### config.mk
export PLATFORM = sky130hd
export DESIGN_NAME = axi4_ddr_traffic_gen
export DESIGN_NICKNAME = d
export VERILOG_FILES = /design/src/rtl/axi4_tgen_pkg.sv /design/src/rtl/tgen_pattern.sv /design/src/rtl/axi4_ddr_traffic_gen.sv
export SDC_FILE = /design/constraint.sdc
export NUM_CORES = 1
export LEC_CHECK = 0
export CAP_MARGIN = 15
export CORE_UTILIZATION = 40
export DETAILED_ROUTE_END_ITERATION = 6
export PLACE_DENSITY = 0.83
export SLEW_MARGIN = 20
export SYNTH_ARGS = -nofsm -noshare
export SYNTH_HDL_FRONTEND = slang
export SYNTH_SLANG_ARGS = --single-unit
### constraint.sdc
create_clock -name clk_clk -period 3.5 [get_ports clk_clk]
set_input_delay 0.7 -clock clk_clk [delete_from_list [all_inputs] [get_ports clk_clk]]
set_output_delay 0.7 -clock clk_clk [all_outputs]
set_load 0.02 [all_outputs]
### src/rtl/axi4_tgen_pkg.sv
// Shared types and constants for the AXI4 DDR traffic generator.
// Holds the FSM state enum, the fixed AXI field values, the LFSR polynomial/seed
// and the default address-derived data pattern.
package axi4_tgen_pkg;

    typedef enum logic [2:0] {
        IDLE    = 3'd0,
        WR_ADDR = 3'd1,
        WR_DATA = 3'd2,
        WR_RESP = 3'd3,
        RD_ADDR = 3'd4,
        RD_DATA = 3'd5,
        DONE    = 3'd6
    } tgen_state_t;

    localparam logic [1:0]  BURST_INCR    = 2'b01;
    localparam logic [2:0]  SIZE_8B       = 3'd3;
    localparam logic [1:0]  RESP_OKAY     = 2'b00;
    localparam logic [3:0]  CACHE_DEFAULT = 4'b0011;

    // Right-shifting Galois form of x^64+x^63+x^61+x^60+1.
    localparam logic [63:0] LFSR_POLY = 64'hD800_0000_0000_0000;
    localparam logic [63:0] LFSR_SEED = 64'h0123_4567_89AB_CDEF;

    // Upper word is the lower word scrambled so stuck/swapped lanes show up.
    function automatic logic [63:0] addr_pattern(input logic [29:0] addr);
        logic [31:0] a32;
        a32 = {2'b00, addr};
        return {a32 ^ 32'hA5A5_A5A5, a32};
    endfunction

    function automatic logic [63:0] lfsr_step(input logic [63:0] s);
        return s[0] ? ((s >> 1) ^ LFSR_POLY) : (s >> 1);
    endfunction

endpackage

### src/rtl/tgen_pattern.sv
// Beat data generator: address pattern by default, LFSR output/step with TGEN_LFSR_PATTERN_EN.
// Latency: combinational, zero cycles.
// Backpressure: none; the caller owns all state and advances it on handshakes.
// Ports (default):  i_addr beat byte address -> o_data beat data.
// Ports (TGEN_LFSR_PATTERN_EN): i_lfsr current state -> o_data beat data, o_lfsr_next advanced state.
module tgen_pattern
    import axi4_tgen_pkg::*;
(
`ifdef TGEN_LFSR_PATTERN_EN
    input  logic [63:0] i_lfsr,
    output logic [63:0] o_lfsr_next,
`else
    input  logic [29:0] i_addr,
`endif
    output logic [63:0] o_data
);

`ifdef TGEN_LFSR_PATTERN_EN
    assign o_data      = i_lfsr;
    assign o_lfsr_next = lfsr_step(i_lfsr);
`else
    assign o_data = addr_pattern(i_addr);
`endif

endmodule

### src/rtl/axi4_ddr_traffic_gen.sv
// AXI4 DDR traffic generator: writes NUM_BURSTS bursts of BURST_LEN beats, reads each back and checks it.
// Latency: one channel phase per FSM state; every handshake takes effect on the next clk_clk edge.
// Backpressure: valids are registered and held with stable payload until the slave's ready.
// Ports: clk_clk/reset_reset (sync, active high), start pulse, busy/done/pass status,
//        err_count (saturating) and first_err_addr, AXI4 master aw/w/b/ar/r channels.
// Option: define TGEN_LFSR_PATTERN_EN for LFSR beat data instead of the address pattern.
module axi4_ddr_traffic_gen
    import axi4_tgen_pkg::*;
#(
    parameter int          BURST_LEN  = 16,
    parameter int          NUM_BURSTS = 64,
    parameter logic [29:0] BASE_ADDR  = 30'h0
) (
    input  logic        clk_clk,
    input  logic        reset_reset,
    input  logic        start,
    output logic        busy,
    output logic        done,
    output logic        pass,
    output logic [15:0] err_count,
    output logic [29:0] first_err_addr,
    output logic [3:0]  axi_master_m0_awid,
    output logic [29:0] axi_master_m0_awaddr,
    output logic [7:0]  axi_master_m0_awlen,
    output logic [2:0]  axi_master_m0_awsize,
    output logic [1:0]  axi_master_m0_awburst,
    output logic [0:0]  axi_master_m0_awlock,
    output logic [3:0]  axi_master_m0_awcache,
    output logic [2:0]  axi_master_m0_awprot,
    output logic [3:0]  axi_master_m0_awqos,
    output logic        axi_master_m0_awvalid,
    input  logic        axi_master_m0_awready,
    output logic [63:0] axi_master_m0_wdata,
    output logic [7:0]  axi_master_m0_wstrb,
    output logic        axi_master_m0_wlast,
    output logic        axi_master_m0_wvalid,
    input  logic        axi_master_m0_wready,
    input  logic [3:0]  axi_master_m0_bid,
    input  logic [1:0]  axi_master_m0_bresp,
    input  logic        axi_master_m0_bvalid,
    output logic        axi_master_m0_bready,
    output logic [3:0]  axi_master_m0_arid,
    output logic [29:0] axi_master_m0_araddr,
    output logic [7:0]  axi_master_m0_arlen,
    output logic [2:0]  axi_master_m0_arsize,
    output logic [1:0]  axi_master_m0_arburst,
    output logic [0:0]  axi_master_m0_arlock,
    output logic [3:0]  axi_master_m0_arcache,
    output logic [2:0]  axi_master_m0_arprot,
    output logic [3:0]  axi_master_m0_arqos,
    output logic        axi_master_m0_arvalid,
    input  logic        axi_master_m0_arready,
    input  logic [3:0]  axi_master_m0_rid,
    input  logic [63:0] axi_master_m0_rdata,
    input  logic [1:0]  axi_master_m0_rresp,
    input  logic        axi_master_m0_rlast,
    input  logic        axi_master_m0_rvalid,
    output logic        axi_master_m0_rready
);

    localparam logic [7:0]  LAST_BEAT   = 8'(BURST_LEN - 1);
    localparam logic [15:0] LAST_BURST  = 16'(NUM_BURSTS - 1);
    localparam logic [29:0] BURST_BYTES = 30'(BURST_LEN * 8);

    tgen_state_t r_state;
    logic        r_awvalid, r_wvalid, r_wlast, r_bready, r_arvalid, r_rready, r_done;
    logic [29:0] r_addr;
    logic [7:0]  r_beat_cnt;
    logic [15:0] r_burst_cnt;
    logic [15:0] r_err_count;
    logic [29:0] r_first_err_addr;

    logic        w_run_start, w_aw_fire, w_w_fire, w_b_fire, w_ar_fire, w_r_fire;
    logic        w_last_beat, w_b_err, w_r_err, w_err_evt;
    logic [29:0] w_beat_addr, w_err_addr;
    logic [63:0] w_wr_data, w_rd_exp;

    assign w_run_start = ((r_state == IDLE) || (r_state == DONE)) && start;
    assign w_aw_fire   = r_awvalid && axi_master_m0_awready;
    assign w_w_fire    = r_wvalid  && axi_master_m0_wready;
    assign w_b_fire    = r_bready  && axi_master_m0_bvalid;
    assign w_ar_fire   = r_arvalid && axi_master_m0_arready;
    assign w_r_fire    = r_rready  && axi_master_m0_rvalid;

    // Same beat counter serves the write and the read-back of a burst.
    assign w_beat_addr = r_addr + 30'({r_beat_cnt, 3'b000});
    assign w_last_beat = (r_beat_cnt == LAST_BEAT);

    assign w_b_err = w_b_fire && ((axi_master_m0_bresp != RESP_OKAY) || (axi_master_m0_bid != 4'd0));
    assign w_r_err = w_r_fire && ((axi_master_m0_rresp != RESP_OKAY) || (axi_master_m0_rid != 4'd0) ||
                                  (axi_master_m0_rdata != w_rd_exp) ||
                                  (axi_master_m0_rlast != w_last_beat));
    assign w_err_evt  = w_b_err || w_r_err;
    // A bad write response is attributed to the burst's first beat.
    assign w_err_addr = w_b_err ? r_addr : w_beat_addr;

`ifdef TGEN_LFSR_PATTERN_EN
    logic [63:0] r_lfsr_wr, r_lfsr_rd, w_lfsr_wr_next, w_lfsr_rd_next;

    // Both LFSRs step BURST_LEN times per burst, so the read copy stays in
    // lockstep with the writer at every burst boundary.
    always_ff @(posedge clk_clk) begin
        if (reset_reset || w_run_start) begin
            r_lfsr_wr <= LFSR_SEED;
            r_lfsr_rd <= LFSR_SEED;
        end else begin
            if (w_w_fire) r_lfsr_wr <= w_lfsr_wr_next;
            if (w_r_fire) r_lfsr_rd <= w_lfsr_rd_next;
        end
    end

    tgen_pattern u_wr_pattern (.i_lfsr(r_lfsr_wr), .o_lfsr_next(w_lfsr_wr_next), .o_data(w_wr_data));
    tgen_pattern u_rd_pattern (.i_lfsr(r_lfsr_rd), .o_lfsr_next(w_lfsr_rd_next), .o_data(w_rd_exp));
`else
    tgen_pattern u_wr_pattern (.i_addr(w_beat_addr), .o_data(w_wr_data));
    tgen_pattern u_rd_pattern (.i_addr(w_beat_addr), .o_data(w_rd_exp));
`endif

    always_ff @(posedge clk_clk) begin
        if (reset_reset) begin
            r_state          <= IDLE;
            r_awvalid        <= 1'b0;
            r_wvalid         <= 1'b0;
            r_wlast          <= 1'b0;
            r_bready         <= 1'b0;
            r_arvalid        <= 1'b0;
            r_rready         <= 1'b0;
            r_done           <= 1'b0;
            r_addr           <= 30'd0;
            r_beat_cnt       <= 8'd0;
            r_burst_cnt      <= 16'd0;
            r_err_count      <= 16'd0;
            r_first_err_addr <= 30'd0;
        end else begin
            case (r_state)
                IDLE, DONE: begin
                    if (start) begin
                        r_state          <= WR_ADDR;
                        r_awvalid        <= 1'b1;
                        r_done           <= 1'b0;
                        r_addr           <= BASE_ADDR;
                        r_beat_cnt       <= 8'd0;
                        r_burst_cnt      <= 16'd0;
                        r_err_count      <= 16'd0;
                        r_first_err_addr <= 30'd0;
                    end
                end
                WR_ADDR: begin
                    if (w_aw_fire) begin
                        r_state    <= WR_DATA;
                        r_awvalid  <= 1'b0;
                        r_wvalid   <= 1'b1;
                        r_beat_cnt <= 8'd0;
                        r_wlast    <= (LAST_BEAT == 8'd0);
                    end
                end
                WR_DATA: begin
                    if (w_w_fire) begin
                        if (w_last_beat) begin
                            r_state    <= WR_RESP;
                            r_wvalid   <= 1'b0;
                            r_wlast    <= 1'b0;
                            r_bready   <= 1'b1;
                            r_beat_cnt <= 8'd0;
                        end else begin
                            r_beat_cnt <= r_beat_cnt + 8'd1;
                            r_wlast    <= ((r_beat_cnt + 8'd1) == LAST_BEAT);
                        end
                    end
                end
                WR_RESP: begin
                    if (w_b_fire) begin
                        r_state   <= RD_ADDR;
                        r_bready  <= 1'b0;
                        r_arvalid <= 1'b1;
                    end
                end
                RD_ADDR: begin
                    if (w_ar_fire) begin
                        r_state    <= RD_DATA;
                        r_arvalid  <= 1'b0;
                        r_rready   <= 1'b1;
                        r_beat_cnt <= 8'd0;
                    end
                end
                RD_DATA: begin
                    if (w_r_fire) begin
                        // The slave's rlast ends the burst even if it arrives on the wrong beat.
                        if (axi_master_m0_rlast) begin
                            r_rready   <= 1'b0;
                            r_beat_cnt <= 8'd0;
                            if (r_burst_cnt == LAST_BURST) begin
                                r_state <= DONE;
                                r_done  <= 1'b1;
                            end else begin
                                r_state     <= WR_ADDR;
                                r_awvalid   <= 1'b1;
                                r_burst_cnt <= r_burst_cnt + 16'd1;
                                r_addr      <= r_addr + BURST_BYTES;
                            end
                        end else begin
                            r_beat_cnt <= r_beat_cnt + 8'd1;
                        end
                    end
                end
                default: r_state <= IDLE;
            endcase

            // Errors only occur in WR_RESP/RD_DATA, never alongside the start-clear.
            if (w_err_evt) begin
                if (r_err_count == 16'd0) r_first_err_addr <= w_err_addr;
                if (r_err_count != 16'hFFFF) r_err_count <= r_err_count + 16'd1;
            end
        end
    end

    assign busy           = (r_state != IDLE) && (r_state != DONE);
    assign done           = r_done;
    assign pass           = r_done && (r_err_count == 16'd0);
    assign err_count      = r_err_count;
    assign first_err_addr = r_first_err_addr;

    assign axi_master_m0_awid    = 4'd0;
    assign axi_master_m0_awaddr  = r_addr;
    assign axi_master_m0_awlen   = LAST_BEAT;
    assign axi_master_m0_awsize  = SIZE_8B;
    assign axi_master_m0_awburst = BURST_INCR;
    assign axi_master_m0_awlock  = 1'b0;
    assign axi_master_m0_awcache = CACHE_DEFAULT;
    assign axi_master_m0_awprot  = 3'd0;
    assign axi_master_m0_awqos   = 4'd0;
    assign axi_master_m0_awvalid = r_awvalid;

    assign axi_master_m0_wdata   = w_wr_data;
    assign axi_master_m0_wstrb   = 8'hFF;
    assign axi_master_m0_wlast   = r_wlast;
    assign axi_master_m0_wvalid  = r_wvalid;
    assign axi_master_m0_bready  = r_bready;

    assign axi_master_m0_arid    = 4'd0;
    assign axi_master_m0_araddr  = r_addr;
    assign axi_master_m0_arlen   = LAST_BEAT;
    assign axi_master_m0_arsize  = SIZE_8B;
    assign axi_master_m0_arburst = BURST_INCR;
    assign axi_master_m0_arlock  = 1'b0;
    assign axi_master_m0_arcache = CACHE_DEFAULT;
    assign axi_master_m0_arprot  = 3'd0;
    assign axi_master_m0_arqos   = 4'd0;
    assign axi_master_m0_arvalid = r_arvalid;
    assign axi_master_m0_rready  = r_rready;

endmodule

==> summary.txt, run 1 <==
Post-synthesis sequential area ratio: 25.8%
H-tree depth: 3
Final Setup Violations: 46
Num rows: 51
Worst Max-Slew Pin Slew: 1.01 ns
Yosys cell types: 74
Fillers: 1715
Synthesized area per cell: 7.67 µm²
WL final: 26400 µm
Power Density: 261 mW/mm²
Yosys top cell area share: 25.8%
Skew final: 0.0109 ns
Via Count: 8382
Failing checks: setup timing
Ys flop type: dfxtp_1
Chip width: 143 µm
Most frequent cells in the layout: clkdlybuf4s50_1, buf_4, dfxtp_1
Slew Limit Headroom: 32.5%
Crit share post-route: 105%
Most common cell after layout, fill and taps aside: clkdlybuf4s50_1
CTS root buf: clkbuf_16
Grt ovf: 0
FMAX: 271 MHz
Iteration-0 DRC Markers: 795
Fin cells: 1586
Startpoint Class: register
Cell area after layout: 0.0114 mm²
Clock sinks: 103
Cell repeated most along the worst path: or4b_4
Initial core utilization: 41.0%
Slowest cell delay on critical path: 0.64 ns
Ratio of cells with drive above 1 in the final layout: 16.1%
DRT antenna net count: 0
Critical path type: reg -> reg
Final worst setup slack: -0.188 ns
Die area: 0.0206 mm²
Worst path cell trace: ha_4 > a21o_1 > a31oi_4 > buf_6 > o21a_1 > or4b_4 > a21oi_2 > nand4b_1 > or4b_4 > a21oi_4 > buf_4 > nor4_1 > or3_1
Vias in the first global route: 7581
Inst Count DP: 1561
Post-synth top area cell: dfxtp_1
Hold Crit Class: reg -> reg
Synth Register Bits: 103
Tmin final: 3.69 ns
Wire length per cell: 16.6 µm
Synth Warn #: 0
Max stage delay cell, worst path: or4b_4
Crit path DAT: 3.92 ns
Status: finished, violations left
Largest net degree at the start of global routing: 51
Worst-Skew Late Latency: 0.35 ns
Post-Syn Area: 0.00800 mm²
Setup tns final: -4.87 ns
Via density: 5.28
Layout area overhead: 42.1%
Storage cell area: 0.00208 mm²
Total CTS buffers: 9
Post-DP Area: 0.0108 mm²
# DRC: 0
GRT Overall Usage: 24.9%
Required @ worst endpoint: 3.73 ns
Number of flops mapped to enable cells by yosys: 0
Max_cap viols: 0
# IOs: 330
CTS hold repair buffers: 0
Nets@finish: 1411
Area occupied by multi-input gates: 0.00516 mm²
Buffers & Inverters on Critical Path: 2
Async SR Flop Fraction: 0%
Antenna violations before repair: 1
First-pass GRT wire length: 40000 µm
CTS tree: built
Delay-heaviest family, CP: simple AND/OR/NAND/NOR gates
VDD IR max: 0.243 mV
CTS Buffer Depth: 2
Main area contributors after synthesis: dfxtp_1, buf_4, nor2_1, xnor2_1, nand2_1
Worst Path Max Fanout: 7
Buffers added on ports: 239
GP Congestion: 0.937
PnR Total Power: 0.00296 W
Vert. Die Dim: 143 µm
DP HPWL: 20600 µm
Core area: 0.0195 mm²
Detailed Routing Iterations Pass 1: 7
Final hold viol count: 0
Static Leak: 4.68 nW
Fin. max-slew vios: 0
Critical Path End Type: register
Mapped Cells: 1043
CTS clock-pin slew for the worst setup and hold paths: 0.07 ns
Unrepaired setup endpoints after global routing: true
Fin util: 58.2%
-- what timing repair did --
item                       CTS  global route
buffers inserted             3             4
setup endpoints to repair   57            62
gates cloned                 2             0
gates resized for setup     32            27
pin swaps                   27            12
-- logic make-up (layout without fill, tap and decap cells) --
group / count (synthesis) / after routing / synth area share, %
buffers and inverters: 221 / 409 / 17.0
other: 2 / 91 / 0.0939
adders and majority gates: 10 / 10 / 1.56
AOI/OAI and AO/OA: 179 / 180 / 15.1
DFF: 103 / 103 / 25.8
xor gates and xnor gates: 73 / 73 / 8.17
muxes: 27 / 27 / 3.43
and+or+nand+nor: 428 / 428 / 28.9
-- Yosys cell counts (9+ instances only) --
cell	instances
nor3_1	25
inv_1	32
o31ai_1	9
or2_2	9
nor4b_1	9
nand3_1	32
dfxtp_1	103
ha_1	10
xor2_1	35
clkbuf_1	45
a31oi_1	9
nand2b_1	22
mux2i_1	24
a21oi_1	50
buf_4	130
nand2_1	85
nor4_1	20
nor3b_1	11
and3_1	23
o21ai_0	40
or3_1	20
nor2_1	89
nor2b_1	12
and2_1	10
xnor2_1	37
and4_1	12
nand4_1	27
-- flip-flops by register name, summed over array words and instances (netlist names) --
register	cells
first_err_addr	30
axi_master_m0_araddr	23
err_count	16
r_burst_cnt	16
r_beat_cnt	8
r_state	3
axi_master_m0_arvalid	1
axi_master_m0_awvalid	1
axi_master_m0_bready	1
axi_master_m0_rready	1
axi_master_m0_wlast	1
axi_master_m0_wvalid	1
done	1
-- worst reg2reg max path, delay by kind of cell, from the launching register on --
kind | cells | cell delay, ns
DFF | 1 | 0.35
and+or+nand+nor | 5 | 1.75
adders and majority gates | 1 | 0.26
buffers and inverters | 2 | 0.32
AOI/OAI and AO/OA | 5 | 0.88
-- report_power, final --
part	internal [W]	total [W]	switching [W]
Sequential	0.00119	0.00123	0.0000460
Combinational	0.000279	0.000760	0.000481
Clock	0.000503	0.000970	0.000466
Total	0.00197	0.00296	0.000993
-- stage by stage --
stage / hold slack [ns] / worst slack, ns
6_report: 0.456 / -0.188
5_1_grt: 0.488 / -0.294
4_1_cts: 0.461 / -0.139
3_5_place_dp: 0.452 / -0.404
3_3_place_gp: 0.448 / -0.367
2_1_floorplan: 0.466 / 0.00846
-- layout make-up --
cell class / count / share of cell area [%]
well taps: 265 / 2.92
inverters: 32 / 1.06
multi-input cells: 808 / 45.4
diodes: 1 / 0.0220
flip-flops and latches: 103 / 18.3
clock buffers: 11 / 2.14
clock inverters: 4 / 0.264
repair buffers: 362 / 29.9
-- metal layers --
metal  routed length [µm]  share of wire (%)  track usage, %
met2                12600                 48            42.3
met1                11000                 42            32.3
met4                  402                1.5            5.82
met3                 2400                9.1            5.03
met5                    0                  0               0
-- worst paths after layout --
check | cells after the start | to | startpoint | slack [ns]
worst max-delay path | 13 | err_count[11] | axi_master_m0_araddr[8] | -0.19
worst min-delay path | 2 | first_err_addr[18] | first_err_addr[18] | 0.46
worst max register to register | 13 | err_count[11] | axi_master_m0_araddr[8] | -0.19
worst min register to register | 2 | first_err_addr[18] | first_err_addr[18] | 0.46
Power figures use the tool's default switching activity.
==> run 2, diff against run 1 <==
--- a/config.mk
+++ b/config.mk
@@ -7,9 +7,11 @@
 export LEC_CHECK = 0
 export CAP_MARGIN = 15
 export CORE_UTILIZATION = 40
+export CTS_CLUSTER_SIZE = 14
 export DETAILED_ROUTE_END_ITERATION = 6
 export PLACE_DENSITY = 0.83
 export SLEW_MARGIN = 20
 export SYNTH_ARGS = -nofsm -noshare
 export SYNTH_HDL_FRONTEND = slang
+export SYNTH_HIERARCHICAL = 1
 export SYNTH_SLANG_ARGS = --single-unit
==> run 2 against run 1 <==
- the run still ends with setup timing left
- via count down 7.6%
- global-route usage down 0.61 points
- register-to-register slack about the same
- critical path depth up 6
- count of clock-buffer cells in the layout down 1
- wire length up 1.5%
- sequential share of layout area up 0.30 points
- synthesized cell count down 0.77%
- hold slack better by 0.0040 ns
==> summary.txt, run 2 <==
Status: finished, violations left
Failing checks: setup timing
Die area: 0.0208 mm² (+0.91%)
Clock sinks: 103 (unchanged)
DRT antenna net count: 0 (unchanged)
Unrepaired setup endpoints after global routing: true
CTS clock-pin slew for the worst setup and hold paths: 0.08 ns (about the same)
Hold Startpoint: first_err_addr[25]
Main area contributors after synthesis: dfxtp_1, buf_4, xor2_1, xnor2_1, nor2_1
Detailed Routing Iterations Pass 1: 5 (-2)
DP HPWL: 19500 µm (-5.4%)
Crit Reg-Reg Startpoint: r_beat_cnt[7]
Crit share post-route: 105% (-0.25 points)
Post-synthesis sequential area ratio: 25.5% (-0.24 points)
Hold EP: first_err_addr[25]
Layout area overhead: 39.3%
Commonest cells post-synth: buf_4, dfxtp_1, nor2_1
VDD IR max: 0.305 mV (+26%)
FMAX: 272 MHz (+0.24%)
Mapped Cells: 1035 (-0.77%)
Cell repeated most along the worst path: buf_4
CTS root buf: clkbuf_16
Slew Limit Headroom: 42.0% (+9.5 points)
Delay-heaviest family, CP: simple AND/OR/NAND/NOR gates
Worst path cell trace: ha_4 > buf_4 > nand4_1 > o211ai_1 > buf_4 > buf_6 > nand2_2 > nor2_1 > xor2_1 > buf_4 > buf_4 > xnor2_1 > nand4_1 > nor4_2 > a31o_4 > a211oi_4 > buf_6 > and3b_1 > a221o_1
R2r setup slk: -0.18 ns (about the same)
Nets@finish: 1350 (-4.3%)
Post-synth top area cell: dfxtp_1
Crit path DAT: 3.93 ns (about the same)
Chip width: 144 µm (+0.45%)
Critical path type: reg -> reg
Core area: 0.0197 mm² (+0.65%)
Buffers & Inverters on Critical Path: 6 (+4)
H-tree depth: 3 (unchanged)
Final worst setup slack: -0.179 ns (+0.00891 ns)
GRT Max-Usage Layer: met2
Worst r2r dst: err_count[5]
Buffers added on ports: 239 (unchanged)
Final Setup Violations: 42 (-8.7%)
Number of flops mapped to enable cells by yosys: 0 (unchanged)
Yosys top cell area share: 25.5% (-0.24 points)
Worst Max-Slew Pin Slew: 0.869 ns (-0.143 ns)
Num rows: 51 (unchanged)
Via density: 5.07 (-4.0%)
Grt ovf: 0 (unchanged)
Count leader, synth: buf_4
# DRC: 0 (unchanged)
Tmin final: 3.68 ns (-0.00891 ns)
Antenna violations before repair: 2 (+1)
Fin. max-slew vios: 0 (unchanged)
Final hold slack: 0.460 ns (+0.00399 ns)
Initial core utilization: 41.1% (+0.11 points)
Most common cell after layout, fill and taps aside: clkdlybuf4s50_1
Synthesized area per cell: 7.80 µm² (+1.7%)
Ratio of cells with drive above 1 in the final layout: 19.7% (+3.6 points)
Via Count: 7747 (-7.6%)
Synth Register Bits: 103 (unchanged)
Skew final: 0.0145 ns (+0.00368 ns)
GRT Overall Usage: 24.3% (-0.61 points)
GP Congestion: 0.972 (+3.7%)
CTS Buffer Depth: 2 (unchanged)
Worst Reg2Reg Path Length in Cells: 19 (+6)
CTS hold repair buffers: 0 (unchanged)
Static Leak: 4.72 nW (+0.89%)
Slowest cell delay on critical path: 0.37 ns (-0.27 ns)
Required @ worst endpoint: 3.75 ns (+0.02 ns)
Wire length per cell: 17.5 µm (+5.4%)
First-pass GRT wire length: 38400 µm (-4.1%)
Startpoint Class: register
Most frequent cells in the layout: clkdlybuf4s50_1, conb_1, buf_4
Ys flop type: dfxtp_1
Hold Crit Class: reg -> reg
Async SR Flop Fraction: 0% (unchanged)
Worst Path Max Fanout: 7 (unchanged)
Vias in the first global route: 7014 (-7.5%)
Met1 track demand over resource: 28.8% (-3.5 points)
Setup tns final: -3.90 ns (+0.973 ns)
Synth Warn #: 6 (+6)
Post-Syn Area: 0.00807 mm² (+0.92%)
Max stage delay cell, worst path: nor4_2
Power Density: 252 mW/mm² (-3.3%)
Max_cap viols: 0 (unchanged)
Yosys cell types: 72 (-2.7%)
Largest net degree at the start of global routing: 36 (-29%)
Total CTS buffers: 9 (unchanged)
# IOs: 330 (unchanged)
Met3 usage: 5.30% (+0.27 points)
CTS tree: built
WL final: 26800 µm (+1.5%)
WHS Path Cells: 2 (unchanged)
Worst-Skew Late Latency: 0.36 ns (about the same)
Vert. Die Dim: 144 µm (+0.45%)
Iteration-0 DRC Markers: 695 (-13%)
M2 GR Usage: 42.3% (about the same)
Max reg flops: 30 (unchanged)
Critical Path End Type: register
Final hold viol count: 0 (unchanged)
==> run 2: worst max-delay path by stage <==
| stage | from | endpoint | slack [ns] | depth (start not counted) |
|---|---|---|---|---|
| final | r_beat_cnt[7] | err_count[5] | -0.18 | 19 |
| after CTS | axi_master_m0_araddr[10] | err_count[1] | -0.11 | 17 |
| after floorplan | axi_master_m0_araddr[13] | first_err_addr[15] | -0.09 | 19 |
| after global placement | axi_master_m0_araddr[8] | err_count[0] | -0.18 | 15 |
| after detailed placement | axi_master_m0_araddr[10] | err_count[0] | -0.27 | 17 |
| after global routing | axi_master_m0_araddr[9] | err_count[5] | -0.39 | 17 |
==> run 2: worst min-delay path: stages, from the launching register on <==
cell and delay (ns):
dfxtp_1 0.31, nand2_1 0.05, o21ai_1 0.05
==> run 2: routing by layer <==
layer | up-vias | share of wire (%)
met2 | 390 | 49
met4 | 0 | 2.8
met1 | 3714 | 39
met3 | 55 | 8.7
met5 | - | 0
li1 | 3588 | -
==> run 2: repair_timing <==
item,4_1_cts,5_1_grt
gates cloned,3,1
setup endpoints to repair,57,69
setup buffers,25,7
resized for setup,66,59
pin swaps,29,32
==> run 2: power breakdown <==
part	total [W]	switching (W)	internal [W]	leakage, nW
clock	0.000994	0.000499	0.000495	0.136
combinational	0.000616	0.000391	0.000225	3.75
sequential	0.00122	0.0000411	0.00118	0.839
==> run 2: final cells by class <==
| class | instances | area (µm²) |
|---|---|---|
| fill | 1658 | 8410 |
| multi-input combinational | 733 | 4940 |
| timing repair buffer | 356 | 3400 |
| sequential | 103 | 2090 |
| tap | 265 | 332 |
| clock buffer | 10 | 229 |
| inverter | 52 | 195 |
| clock inverter | 6 | 48.8 |
| antenna | 2 | 5.00 |
==> run 2: cell families (layout without fill, tap and decap cells) <==
family | count (synthesis) | after routing | synth area share (%)
multiplexers | 14 | 14 | 1.83
buffers and inverters | 294 | 424 | 23.6
AND/OR/NAND/NOR | 361 | 361 | 23.0
flip-flops | 103 | 103 | 25.5
adder cells (fa/ha/maj) | 10 | 10 | 1.55
other | 6 | 102 | 0.279
AO/OA/AOI/OAI | 118 | 119 | 10.3
XOR/XNOR | 129 | 129 | 14.0
==> run 2: per-stage QoR <==
step	cell area, µm²	total power (W)	utilization, %	cells	setup WS, ns
floorplan	8590	0.00169	-	1129	-0.0923
global placement	10200	0.00182	51.8	1474	-0.179
detailed placement	10200	0.00183	51.9	1474	-0.269
CTS	11000	0.00281	55.9	1518	-0.114
global route	11200	0.00293	57.2	1527	-0.389
finish	11200	0.00283	57.2	1527	-0.179
==> run 3, diff against run 2 <==
--- a/config.mk
+++ b/config.mk
@@ -5,8 +5,11 @@
 export SDC_FILE = /design/constraint.sdc
 export NUM_CORES = 1
 export LEC_CHECK = 0
+export ABC_AREA = 1
 export CAP_MARGIN = 15
-export CORE_UTILIZATION = 40
+export CELL_PAD_IN_SITES_DETAIL_PLACEMENT = 1
+export CELL_PAD_IN_SITES_GLOBAL_PLACEMENT = 1
+export CORE_UTILIZATION = 28
 export CTS_CLUSTER_SIZE = 14
 export DETAILED_ROUTE_END_ITERATION = 6
 export PLACE_DENSITY = 0.83
==> run 3 against run 2 <==
- the flow now finishes without violations
- sequential power barely moved
- hold slack improved by 0.010 ns
- maximum frequency rose by 11%
- via count rose by 40%
- global-route usage fell by 3.7 points
- highest routed layer unchanged
==> summary.txt, run 3 <==
FMAX: 301 MHz (+11%)
Ys flop type: dfxtp_1
Main area contributors after synthesis: dfxtp_1, nand2_1, buf_4, inv_1, nor2_1
GP Congestion: 0.862 (-11%)
First-pass GRT wire length: 59000 µm (+54%)
Status: completed
DRT antenna net count: 0 (unchanged)
Critical path type: reg -> out
Via Count: 10876 (+40%)
Nets@finish: 1974 (+46%)
Layout area overhead: 23.6%
Commonest cells post-synth: nand2_1, inv_1, buf_4
Static Leak: 5.42 nW (+15%)
Hold Crit Class: reg -> reg
Core area: 0.0348 mm² (+77%)
VDD IR max: 0.228 mV (-25%)
Ratio of cells with drive above 1 in the final layout: 5.36% (-14 points)
CTS root buf: clkbuf_16
Largest net degree at the start of global routing: 51 (+42%)
Initial core utilization: 28.6% (-12 points)
# IOs: 330 (unchanged)
GRT Overall Usage: 20.6% (-3.7 points)
Detailed Routing Iterations Pass 1: 5 (unchanged)
Worst Max-Slew Pin Slew: 1.06 ns (+0.192 ns)
Total CTS buffers: 9 (unchanged)
Tmin final: 3.33 ns (-0.353 ns)
Slew Limit Headroom: 29.0% (-13 points)
Final hold viol count: 0 (unchanged)
Setup tns final: 0 ns (+3.90 ns)
Count leader, synth: nand2_1
Required @ worst endpoint: 2.80 ns (-0.95 ns)
Vert. Die Dim: 191 µm (+32%)
Clock sinks: 103 (unchanged)
DP HPWL: 30300 µm (+55%)
Die area: 0.0363 mm² (+75%)
Final worst setup slack: 0.173 ns (+0.353 ns)
Inst Count DP: 2320 (+57%)
Yosys top cell area share: 20.7% (-4.8 points)
Startpoint Class: register
Max reg flops: 30 (unchanged)
CTS tree: built
Dpl ws: 0.0189 ns (+0.288 ns)
Final Setup Violations: 0 (-100%)
Mapped Cells: 1743 (+68%)
Antenna violations before repair: 0 (-2)
R2r setup slk: 0.29 ns (+0.47 ns)
CTS hold repair buffers: 0 (unchanged)
Worst Path Max Fanout: 6 (-1)
Post-Syn Area: 0.00996 mm² (+23%)
H-tree depth: 3 (unchanged)
Antenna Cells: 0 (-2)
Yosys cell types: 38 (-47%)
Synth Warn #: 6 (unchanged)
WL final: 38500 µm (+44%)
Worst-Skew Late Latency: 0.37 ns (about the same)
Fin cells: 2339 (+53%)
Chip width: 191 µm (+32%)
CTS Buffer Depth: 2 (unchanged)
Iteration-0 DRC Markers: 513 (-26%)
Synthesized area per cell: 5.72 µm² (-27%)
Skew final: 0.0116 ns (-0.00297 ns)
Max_cap viols: 0 (unchanged)
Power Density: 281 mW/mm² (+11%)
Most frequent cells in the layout: nand2_1, inv_1, clkdlybuf4s50_1
Wire length per cell: 16.5 µm (-6.1%)
Most common cell after layout, fill and taps aside: nand2_1
Crit path DAT: 2.63 ns (-1.30 ns)
Crit share post-route: 95.0% (-10 points)
Post-synthesis sequential area ratio: 20.7% (-4.8 points)
Synth Register Bits: 103 (unchanged)
Grt ovf: 0 (unchanged)
CTS clock-pin slew for the worst setup and hold paths: 0.08 ns (about the same)
Fin. max-slew vios: 0 (unchanged)
Vias in the first global route: 10910 (+56%)
Buffers added on ports: 239 (unchanged)
Post-synth top area cell: dfxtp_1
Async SR Flop Fraction: 0% (unchanged)
# DRC: 0 (unchanged)
Via density: 4.65 (-8.3%)
Number of flops mapped to enable cells by yosys: 0 (unchanged)
Num rows: 68 (+33%)
Critical Path End Type: output port
## run 3: cell types whose count changed in the layout (fill, tap and decap cells not counted), sizes merged, moves of 17 or more
cell / change
inv: +197
a21oi: +68
nand3: +80
o21ai: +32
xor2: -32
nor2: +108
or3: -17
buf: -67
and3: -27
xnor2: -54
nand2: +423
## run 3: routing by layer
layer  share of wire (%)  vias up  global-route usage, %
met5                   0        -                      0
met4                 1.5        0                   3.72
met3                 4.5       34                   3.28
met2                  51      259                   38.4
met1                  43     5270                   24.6
li1                    -     5313                      -
## run 3: cell families (layout without fill, tap and decap cells)
family | count (synthesis) | in the layout | synth area share [%]
AO/OA/AOI/OAI | 178 | 178 | 9.40
XOR/XNOR | 43 | 43 | 3.78
adder cells (fa/ha/maj) | 10 | 10 | 1.26
buffers and inverters | 510 | 557 | 27.6
flip-flops | 103 | 103 | 20.7
other | 6 | 100 | 0.226
AND/OR/NAND/NOR | 893 | 893 | 37.0
## run 3: layout make-up
cell class	instances	area, µm²
clock inverters	5	86.3
fillers	4683	22500
inverters	252	946
well taps	455	569
repair buffers	289	2800
flip-flops and latches	103	2060
clock buffers	11	243
multi-input cells	1224	5600
## run 3: through the flow
stage               util (%)  instance area (µm²)  hold WS (ns)  total power, W
floorplan                  -                10300         0.462         0.00206
global placement        34.1                11900         0.450         0.00228
detailed placement      34.1                11900         0.454         0.00230
CTS                     35.0                12200         0.471         0.00348
global route            35.4                12300         0.502         0.00364
finish                  35.4                12300         0.471         0.00346
## run 3: worst max-delay path: stages (launching register included)
cell	delay (ns)
dfxtp_1	0.39
ha_4	0.33
nand2_1	0.05
nor2_1	0.13
nand3_1	0.13
nand2_2	0.15
buf_4	0.13
xor2_1	0.13
buf_4	0.19
clkdlybuf4s50_1	0.62
## run 3: power by group
part	switching, W	internal [W]
logic	0.000720	0.000321
clock network	0.000525	0.000657
registers	0.0000313	0.00120
## run 3: path summary, 6_finish.rpt
path / from / endpoint / depth (start not counted)
max: r_beat_cnt[6] / axi_master_m0_wdata[17] / 9
min: first_err_addr[2] / first_err_addr[2] / 2
max reg2reg: r_beat_cnt[6] / err_count[15] / 22
min reg2reg: first_err_addr[2] / first_err_addr[2] / 2
## run 3: timing repair
item	4_1_cts	5_1_grt
pin swaps	0	2
setup endpoints to repair	22	71
gates cloned	0	1
resized for setup	16	28
setup buffers	0	2
